### src/rtl/lms_filter_core.sv
//==============================================================================
// Module      : lms_filter_core
// Description : Adaptive LMS FIR filter with NTAPS taps. A single shared MAC is
//               time-multiplexed over the taps (MAC phase, then ERR, then an
//               optional UPD phase). Valid/ready input handshake, output strobe,
//               run-time freeze, deferred weight clear and weight readback.
// Revision    : 1.0 - initial release
//==============================================================================
`default_nettype none

module lms_filter_core #(
  parameter int NTAPS    = 4,
  parameter int DW       = 16,
  parameter int WW       = 16,
  parameter int FRAC     = 8,
  parameter int MU_SHIFT = 4
) (
  input  logic                     clk,
  input  logic                     rst,
  input  logic                     in_valid,
  output logic                     in_ready,
  input  logic signed [DW-1:0]     x_in,
  input  logic signed [DW-1:0]     d_in,
  input  logic                     adapt_en,
  input  logic                     weights_clear,
  output logic                     out_valid,
  output logic signed [DW-1:0]     y_out,
  output logic signed [DW-1:0]     e_out,
  input  logic [$clog2(NTAPS):0]   w_rd_idx,
  output logic signed [WW-1:0]     w_rd_data
);

  localparam int CW = $clog2(NTAPS);
  localparam int IW = $clog2(NTAPS) + 1;
  localparam int PW = DW + WW;
  localparam int AW = PW + $clog2(NTAPS);
  localparam int EW = 2 * DW;
  localparam int SW = ((EW > WW) ? EW : WW) + 1;

  localparam logic [CW-1:0] c_LAST  = CW'(NTAPS - 1);
  localparam logic [IW-1:0] c_NTAPS = IW'(NTAPS);

  // Saturation bounds, written as bit patterns so they are width-exact.
  localparam logic signed [AW-1:0] c_Y_MAX = {{(AW-DW+1){1'b0}}, {(DW-1){1'b1}}};
  localparam logic signed [AW-1:0] c_Y_MIN = {{(AW-DW+1){1'b1}}, {(DW-1){1'b0}}};
  localparam logic signed [DW:0]   c_E_MAX = {2'b00, {(DW-1){1'b1}}};
  localparam logic signed [DW:0]   c_E_MIN = {2'b11, {(DW-1){1'b0}}};
  localparam logic signed [SW-1:0] c_W_MAX = {{(SW-WW+1){1'b0}}, {(WW-1){1'b1}}};
  localparam logic signed [SW-1:0] c_W_MIN = {{(SW-WW+1){1'b1}}, {(WW-1){1'b0}}};

  typedef enum logic [1:0] {
    S_IDLE = 2'd0,
    S_MAC  = 2'd1,
    S_ERR  = 2'd2,
    S_UPD  = 2'd3
  } state_t;

  state_t                 state_q, state_d;
  logic [CW-1:0]          tap_q;
  logic signed [DW-1:0]   x_q [NTAPS];
  logic signed [WW-1:0]   w_q [NTAPS];
  logic signed [DW-1:0]   d_q;
  logic                   adapt_q;
  logic signed [AW-1:0]   acc_q;
  logic signed [DW-1:0]   y_q, e_q;
  logic                   ov_q;
  logic                   clr_pend_q;

  logic                   accept;
  logic signed [DW-1:0]   x_sel;
  logic signed [WW-1:0]   w_sel;
  logic signed [PW-1:0]   mac_prod;
  logic signed [AW-1:0]   acc_shr;
  logic signed [DW-1:0]   y_sat, e_sat;
  logic signed [DW:0]     e_wide;
  logic signed [EW-1:0]   upd_prod;
  logic signed [SW-1:0]   w_sum;
  logic signed [WW-1:0]   w_sat;

  // A clear that is waiting for IDLE steals that one IDLE cycle from the source.
  assign in_ready  = rst && (state_q == S_IDLE) && !clr_pend_q;
  assign out_valid = ov_q;
  assign y_out     = y_q;
  assign e_out     = e_q;
  assign w_rd_data = (w_rd_idx < c_NTAPS) ? w_q[w_rd_idx[CW-1:0]] : '0;

  // Shared arithmetic: MAC product, output/error saturation and weight update.
  always_comb begin
    x_sel    = x_q[tap_q];
    w_sel    = w_q[tap_q];
    mac_prod = x_sel * w_sel;
    acc_shr  = acc_q >>> FRAC;
    if (acc_shr > c_Y_MAX)      y_sat = c_Y_MAX[DW-1:0];
    else if (acc_shr < c_Y_MIN) y_sat = c_Y_MIN[DW-1:0];
    else                        y_sat = acc_shr[DW-1:0];
    e_wide = (DW+1)'(d_q) - (DW+1)'(y_sat);
    if (e_wide > c_E_MAX)       e_sat = c_E_MAX[DW-1:0];
    else if (e_wide < c_E_MIN)  e_sat = c_E_MIN[DW-1:0];
    else                        e_sat = e_wide[DW-1:0];
    // The update uses the registered (already saturated) error for every tap.
    upd_prod = e_q * x_sel;
    w_sum    = SW'(w_sel) + SW'(upd_prod >>> MU_SHIFT);
    if (w_sum > c_W_MAX)        w_sat = c_W_MAX[WW-1:0];
    else if (w_sum < c_W_MIN)   w_sat = c_W_MIN[WW-1:0];
    else                        w_sat = w_sum[WW-1:0];
  end

  // Next-state logic; freeze mode skips the UPD phase entirely.
  always_comb begin
    state_d = state_q;
    accept  = 1'b0;
    case (state_q)
      S_IDLE: begin
        if (in_valid && in_ready) begin
          accept  = 1'b1;
          state_d = S_MAC;
        end
      end
      S_MAC:   if (tap_q == c_LAST) state_d = S_ERR;
      S_ERR:   state_d = adapt_q ? S_UPD : S_IDLE;
      S_UPD:   if (tap_q == c_LAST) state_d = S_IDLE;
      default: state_d = S_IDLE;
    endcase
  end

  // State register.
  always_ff @(posedge clk or negedge rst) begin
    if (!rst) state_q <= S_IDLE;
    else      state_q <= state_d;
  end

  // Tap index walks 0..NTAPS-1 in MAC and UPD, resting at 0 elsewhere.
  always_ff @(posedge clk or negedge rst) begin
    if (!rst) begin
      tap_q <= '0;
    end else if (state_q == S_MAC || state_q == S_UPD) begin
      tap_q <= (tap_q == c_LAST) ? '0 : tap_q + 1'b1;
    end
  end

  // Datapath: delay line, accumulator, result registers, weights and clear.
  always_ff @(posedge clk or negedge rst) begin
    if (!rst) begin
      for (int i = 0; i < NTAPS; i++) begin
        x_q[i] <= '0;
        w_q[i] <= '0;
      end
      d_q        <= '0;
      adapt_q    <= 1'b0;
      acc_q      <= '0;
      y_q        <= '0;
      e_q        <= '0;
      ov_q       <= 1'b0;
      clr_pend_q <= 1'b0;
    end else begin
      ov_q <= 1'b0;
      if (accept) begin
        x_q[0] <= x_in;
        for (int i = 1; i < NTAPS; i++) x_q[i] <= x_q[i-1];
        d_q     <= d_in;
        adapt_q <= adapt_en;
      end
      if (state_q == S_MAC) acc_q <= acc_q + AW'(mac_prod);
      if (state_q == S_ERR) begin
        y_q   <= y_sat;
        e_q   <= e_sat;
        acc_q <= '0;
        ov_q  <= 1'b1;
      end
      if (state_q == S_UPD) w_q[tap_q] <= w_sat;
      // A coinciding accept wins over a clear; the clear then waits for IDLE.
      if (state_q == S_IDLE && clr_pend_q) begin
        for (int i = 0; i < NTAPS; i++) w_q[i] <= '0;
        clr_pend_q <= 1'b0;
      end else if (state_q == S_IDLE && weights_clear && !accept) begin
        for (int i = 0; i < NTAPS; i++) w_q[i] <= '0;
      end else if (weights_clear) begin
        clr_pend_q <= 1'b1;
      end
    end
  end

endmodule

`default_nettype wire
### config.mk
export PLATFORM = sky130hd
export DESIGN_NAME = lms_filter_core
export DESIGN_NICKNAME = d
export VERILOG_FILES = /design/src/rtl/lms_filter_core.sv
export SDC_FILE = /design/constraint.sdc
export NUM_CORES = 2
export LEC_CHECK = 0
export BUFFER_PORTS_ARGS = -buffer_cell sky130_fd_sc_hd__buf_2
export CORE_ASPECT_RATIO = 0.5
export CORE_MARGIN = 2
export CORE_UTILIZATION = 40
export CTS_BUF_LIST = sky130_fd_sc_hd__clkbuf_16
export CTS_CLUSTER_DIAMETER = 50
export DETAILED_ROUTE_END_ITERATION = 10
export GPL_TIMING_DRIVEN = 0
export PLACE_DENSITY_LB_ADDON = 0.2
export SYNTH_ARGS = -nofsm -noshare
export SYNTH_HDL_FRONTEND = slang
export SYNTH_SLANG_ARGS = --single-unit
### constraint.sdc
create_clock -name clk -period 14.23 [get_ports clk]
set_input_delay 2.846 -clock clk [delete_from_list [all_inputs] [get_ports clk]]
set_output_delay 2.846 -clock clk [all_outputs]
set_load 0.02 [all_outputs]
== Word level (Yosys, flattened, before mapping) ==
Cells that the tools add are included.
Storage, ports and cells
  bits in registers: 217
  bits in latches: 0
  memory bits (writable): 0
  bits in read-only memories: 0
  input bits: 40
  output and inout port bits: 50
  word-level logic and storage cells: 95
  memories kept: 0
Cells by class
  add/sub/neg operators: 4
  multiply operators: 2
  divide/modulo/power cells: 0
  magnitude comparators: 10
  equal/unequal tests: 8
  shift operators: 0
  multiplexer cells: 36
  bitwise logic cells: 2
  reduce and logical (&&, ||, !) cells: 16
Operators with widths (count)
  2-to-1 mux 16 bit: 14
  2-to-1 mux 64 bit: 3
  binary-select mux 16 bit (select 2 bit): 3
  2-to-1 mux 34 bit: 2
  bitwise mux 64 bit: 1
  multiplier 16 x 16 -> 32 bit: 2
  adder 34 x 32 -> 34 bit: 1
  demux 16 bit (select 2 bit): 1
  adder 16 x 28 -> 29 bit: 1
  greater-than comparator 29 x 16 -> 1 bit, second input constant: 1
  less-than comparator 29 x 16 -> 1 bit, second input constant: 1
  greater-than comparator 26 x 16 -> 1 bit, second input constant: 1
  less-than comparator 26 x 16 -> 1 bit, second input constant: 1
  greater-than comparator 17 x 16 -> 1 bit, second input constant: 1
  less-than comparator 17 x 16 -> 1 bit, second input constant: 1
  subtractor 16 x 16 -> 17 bit: 1
  2-to-1 mux 2 bit: 5
  case mux 2 bit (4 select lines): 1
  logical AND 1 bit: 7
  equality test 2 bit, second input constant: 3
  >= comparator 3 bit, second input constant: 2
  2-to-1 mux 1 bit: 6
  inequality test 2 bit, second input constant: 3
  inverter 2 -> 3 bit: 2
  12 further kinds: 14

== Depth between registers and ports, before layout ==
  depth after elaboration: 13
  gate-level depth with buffers: 41
  mapped depth without buffers: 36

== Worst setup path after synthesis ==
OpenSTA, ideal clock, no wires.
  kind: flip-flop to flip-flop
  start point: reg tap_q[0]
  end point: reg w_q[42] (netlist bit)
  setup time: 0.066 ns
  arrival time: 9.809 ns
  data required time: 14.164 ns
  setup slack: 4.355 ns
  stages on the path, launching flop included: 39
  buffers on the path: 4
  period minus slack after synthesis: 9.875 ns
  path through: dfrtp_1 > buf_2 > buf_1 > mux4_2 > clkbuf_1 > and2_1 > fa_1 > inv_1 > fa_1 > fa_1 > inv_1 > fa_1 > fa_1 > inv_1 > fa_1 > inv_1 > ha_1 > a21oi_1 > [... 3 more ...] > o31ai_2 > a211oi_1 > o31ai_1 > a21o_1 > a21oi_1 > xnor2_1 > ha_1 > and3_1 > and2_1 > a221o_1 > a22o_1 > a31oi_1 > a21bo_2 > nor4_4 > a41oi_4 > nor2_4 > buf_4 > a22o_1
On the way
  cells in the longest elaborated chain, start to end: 13
  elaborated cells between the ends (all ways): 22
  those cells by class: 1 x add/sub; 1 x mul; 4 x order compare; 14 x mux; 1 x bitwise; 1 x reduce/logical
Ends and longest elaborated chain
  start, declared: line 59  | logic [CW-1:0] tap_q;
  start signal, assigned: line 137  | tap_q <= (tap_q == c_LAST) ? '0 : tap_q + 1'b1;
  inverter 2 -> 3 bit (implied by the code) (*): line 89, 90, 170
  binary-select mux 16 bit (select 2 bit): line 89  | x_sel = x_q[tap_q];
  2-to-1 mux 16 bit (implied by the code) (2 in a row): line 89
  multiplier 16 x 16 -> 32 bit: line 101  | upd_prod = e_q * x_sel;
  adder 16 x 28 -> 29 bit: line 102  | w_sum = SW'(w_sel) + SW'(upd_prod >>> MU_SHIFT);
  less-than comparator 29 x 16 -> 1 bit: line 104  | else if (w_sum < c_W_MIN) w_sat = c_W_MIN[WW-1:0];
  2-to-1 mux 16 bit: line 104
  2-to-1 mux 16 bit: line 103  | if (w_sum > c_W_MAX) w_sat = c_W_MAX[WW-1:0];
  bitwise mux 64 bit (*): line 170  | if (state_q == S_UPD) w_q[tap_q] <= w_sat;
  2-to-1 mux 64 bit (*): line 170
  2-to-1 mux 64 bit (*): line 175  | end else if (state_q == S_IDLE && weights_clear && !accept) begin
  2-to-1 mux 64 bit (*): line 172  | if (state_q == S_IDLE && clr_pend_q) begin
  end signal, assigned by index: line 170
  end, declared: line 61  | logic signed [WW-1:0] w_q [NTAPS];
Every way passes the cells marked *; elsewhere a longest branch is shown, timed or not. The select of a mux whose other input is x is not followed.
A chain may end at the register's enable or synchronous reset.

== Worst setup path in the final report ==
  start point: reg tap_q[1]
  end point: reg w_q[57] (netlist bit)
Same word-level chain as after synthesis.

==> results_dict.tcl <==
set metrics [dict create \
    outcome "completed" \
    place.gp.congestion 0.950 \
    die_area_um2 85100 \
    fp-row-count 74 \
    fin_skew_ns 0.0237 \
    dr.pass1.iters 5 \
    synth.distinct_cells 86 \
    worstSetupStartpointType "register" \
    r2r_start "tap_q[1]" \
    ys.flop_type "dfrtp_1" \
    die_h_um 207 \
    maxCapViolCount 0 \
    fmax_ghz 0.0813 \
    cts_hold_buf 0 \
    dp_hpwl_mm 86.4 \
    antenna_found_initial 6 \
    clock_latency_ns 0.59 \
    synth.largest_area_cell "fa_1" \
    viasPerCell 5.37 \
    async_flop_share_pct 100 \
    critPathMaxFanout 10 \
    start_util_pct 40.4 \
    drt_iter0_drc 2049 \
    instances_no_fill 4585 \
    core-area_um2 81800 \
    crit_path_frequent_cell "fa_1" \
    rsz0062_at_grt "false" \
    cts_root_buf "clkbuf_16" \
    cp_slowest_cell "clkbuf_1" \
    tightest_slew_ns 1.42 \
    drive_gt1_share_pct 9.05 \
    cts.sinks 217 \
    io_pins 90 \
    place_inst 4535 \
    crit_type "reg -> reg" \
    ys_seq_elements 217 \
    min_period_ns 12.30 \
    crit_start "tap_q[1]" \
    crit_required_ns 14.74 \
    drt-wirelength-per-cell_um 22.8 \
    syn_area_per_cell_um2 9.89 \
    synth-seq-area-share_pct 16.4 \
    cp_slowest_stage_delay_ns 0.81 \
    ant_nets 0 \
    cts_inserted_buffers 26 \
    drcViolationCount 0 \
    fin_crit_sh_pct 86.5 \
    cts_resized 0 \
    syn_inst 3342 \
    cts_tree "yes" \
    numPortBuffers 87 \
    htreeDepth 1 \
    drv_slew 0 \
    vias 24608 \
    synth.cell_area_um2 33100 \
    setup_viol 0 \
    yosys-top-cells-area "fa_1 (34%), dfrtp_1 (16%), ha_1 (8.9%)" \
    arrival_ns 12.82 \
    synth_nets 4187 \
    final_util_pct 43.8 \
    post_cts_buffers 0 \
    final_common_cell "inv_1" \
    track_usage_pct 25.0 \
    final_cell_mix "inv_1 (657), fa_1 (569), nand2_1 (341), ha_1 (236), dfrtp_1 (217)" \
    wl_mm 104 \
    slew_headroom_pct 5.27 \
    die_w_um 411 \
    tns_ns 0 \
    end_kind "register" \
    final-hold-violation-count 0 \
    clock_path_buffers 3 \
    grt_pass1_vias 25538 \
    grt_max_degree 116 \
    synth_top_cell_area_share_pct 34.5 \
    fin_nets 4306 \
    hp-start "x_q[10]" \
    hp-class "reg -> reg" \
    grt_pass1_wl_mm 161 \
    cts.reportedPaths.clkPinSlew_ns 0.07 \
    grt_overflow 0 \
    ys_warn_count 0 \
    synth_edf_count 0 \
    area_growth_pct 8.24 \
]
## cell families after synthesis
logic type | share of synthesized area [%]
muxes | 6.73
buffers and inverters | 9.19
DFF | 16.4
xor gates and xnor gates | 2.65
and+or+nand+nor | 12.3
AOI/OAI and AO/OA | 9.34
adders and majority gates | 43.4
## stage by stage
stage	worst slack, ns	hold slack [ns]	instance area (µm²)
floorplan	4.36	0.453	33100
global placement	2.01	0.482	34900
global route	1.32	0.519	35800
detailed placement	2.04	0.490	34900
finish	1.93	0.502	35800
CTS	1.99	0.506	35800
## state kept, by name, summed over array words and instances, names as in the netlist, 2 cells and up
name and cells:
w_q 64, x_q 64, acc_q 34, d_q 16, e_out 16, y_out 16
state_q 2, tap_q 2
## worst max-delay path: cells and delay by family (launching register included)
family | cells | cell delay (ns)
AO/OA/AOI/OAI | 14 | 3.24
XOR/XNOR | 1 | 0.18
adder cells (fa/ha/maj) | 8 | 3.59
buffers and inverters | 8 | 2.86
flip-flops | 1 | 0.37
multiplexers | 1 | 0.55
AND/OR/NAND/NOR | 6 | 1.39
## final timing paths
kind / endpoint / slack [ns] / cells past startpoint
max: w_q[57] / 1.93 / 38
max in group asynchronous: w_q[53] / 10.80 / 2
min reg2reg: x_q[10] / 0.50 / 1
min in group asynchronous: d_q[4] / 2.31 / 1
max reg2reg: w_q[57] / 1.93 / 38
min: x_q[10] / 0.50 / 1
## synthesized netlist by cell type (all sizes together) (21+ instances only)
library cell / n
a21o: 36
a21oi: 107
a22o: 60
and2: 151
buf: 28
clkbuf: 112
dfrtp: 217
fa: 569
ha: 236
inv: 654
mux2: 94
mux2i: 22
mux4: 42
nand2: 341
nand2b: 28
nand3: 28
nor2: 118
nor2b: 69
o21ai: 77
xnor2: 79
xor2: 21
## final cells by class
class,instances,area [µm²]
Inverter,655,2460
Clock inverter,22,181
Fill cell,7998,46000
Timing Repair Buffer,91,507
Tap cell,1102,1380
Clock buffer,26,651
Buffer,140,581
Sequential cell,217,5430
Antenna cell,2,5.00
Multi-Input combinational cell,2330,24600
## metal layers
metal  up-vias  track usage, %  wire length, µm
li1      10869               -                -
met1     12735            38.6            49600
met2       858            36.2            43700
met3       146            4.94             8630
met4         0            5.32             2540
met5         -               0                0
Power is left out: the tool's default activity adds up to more than one toggle a clock period on the data nets, which glitch-free logic cannot reach.
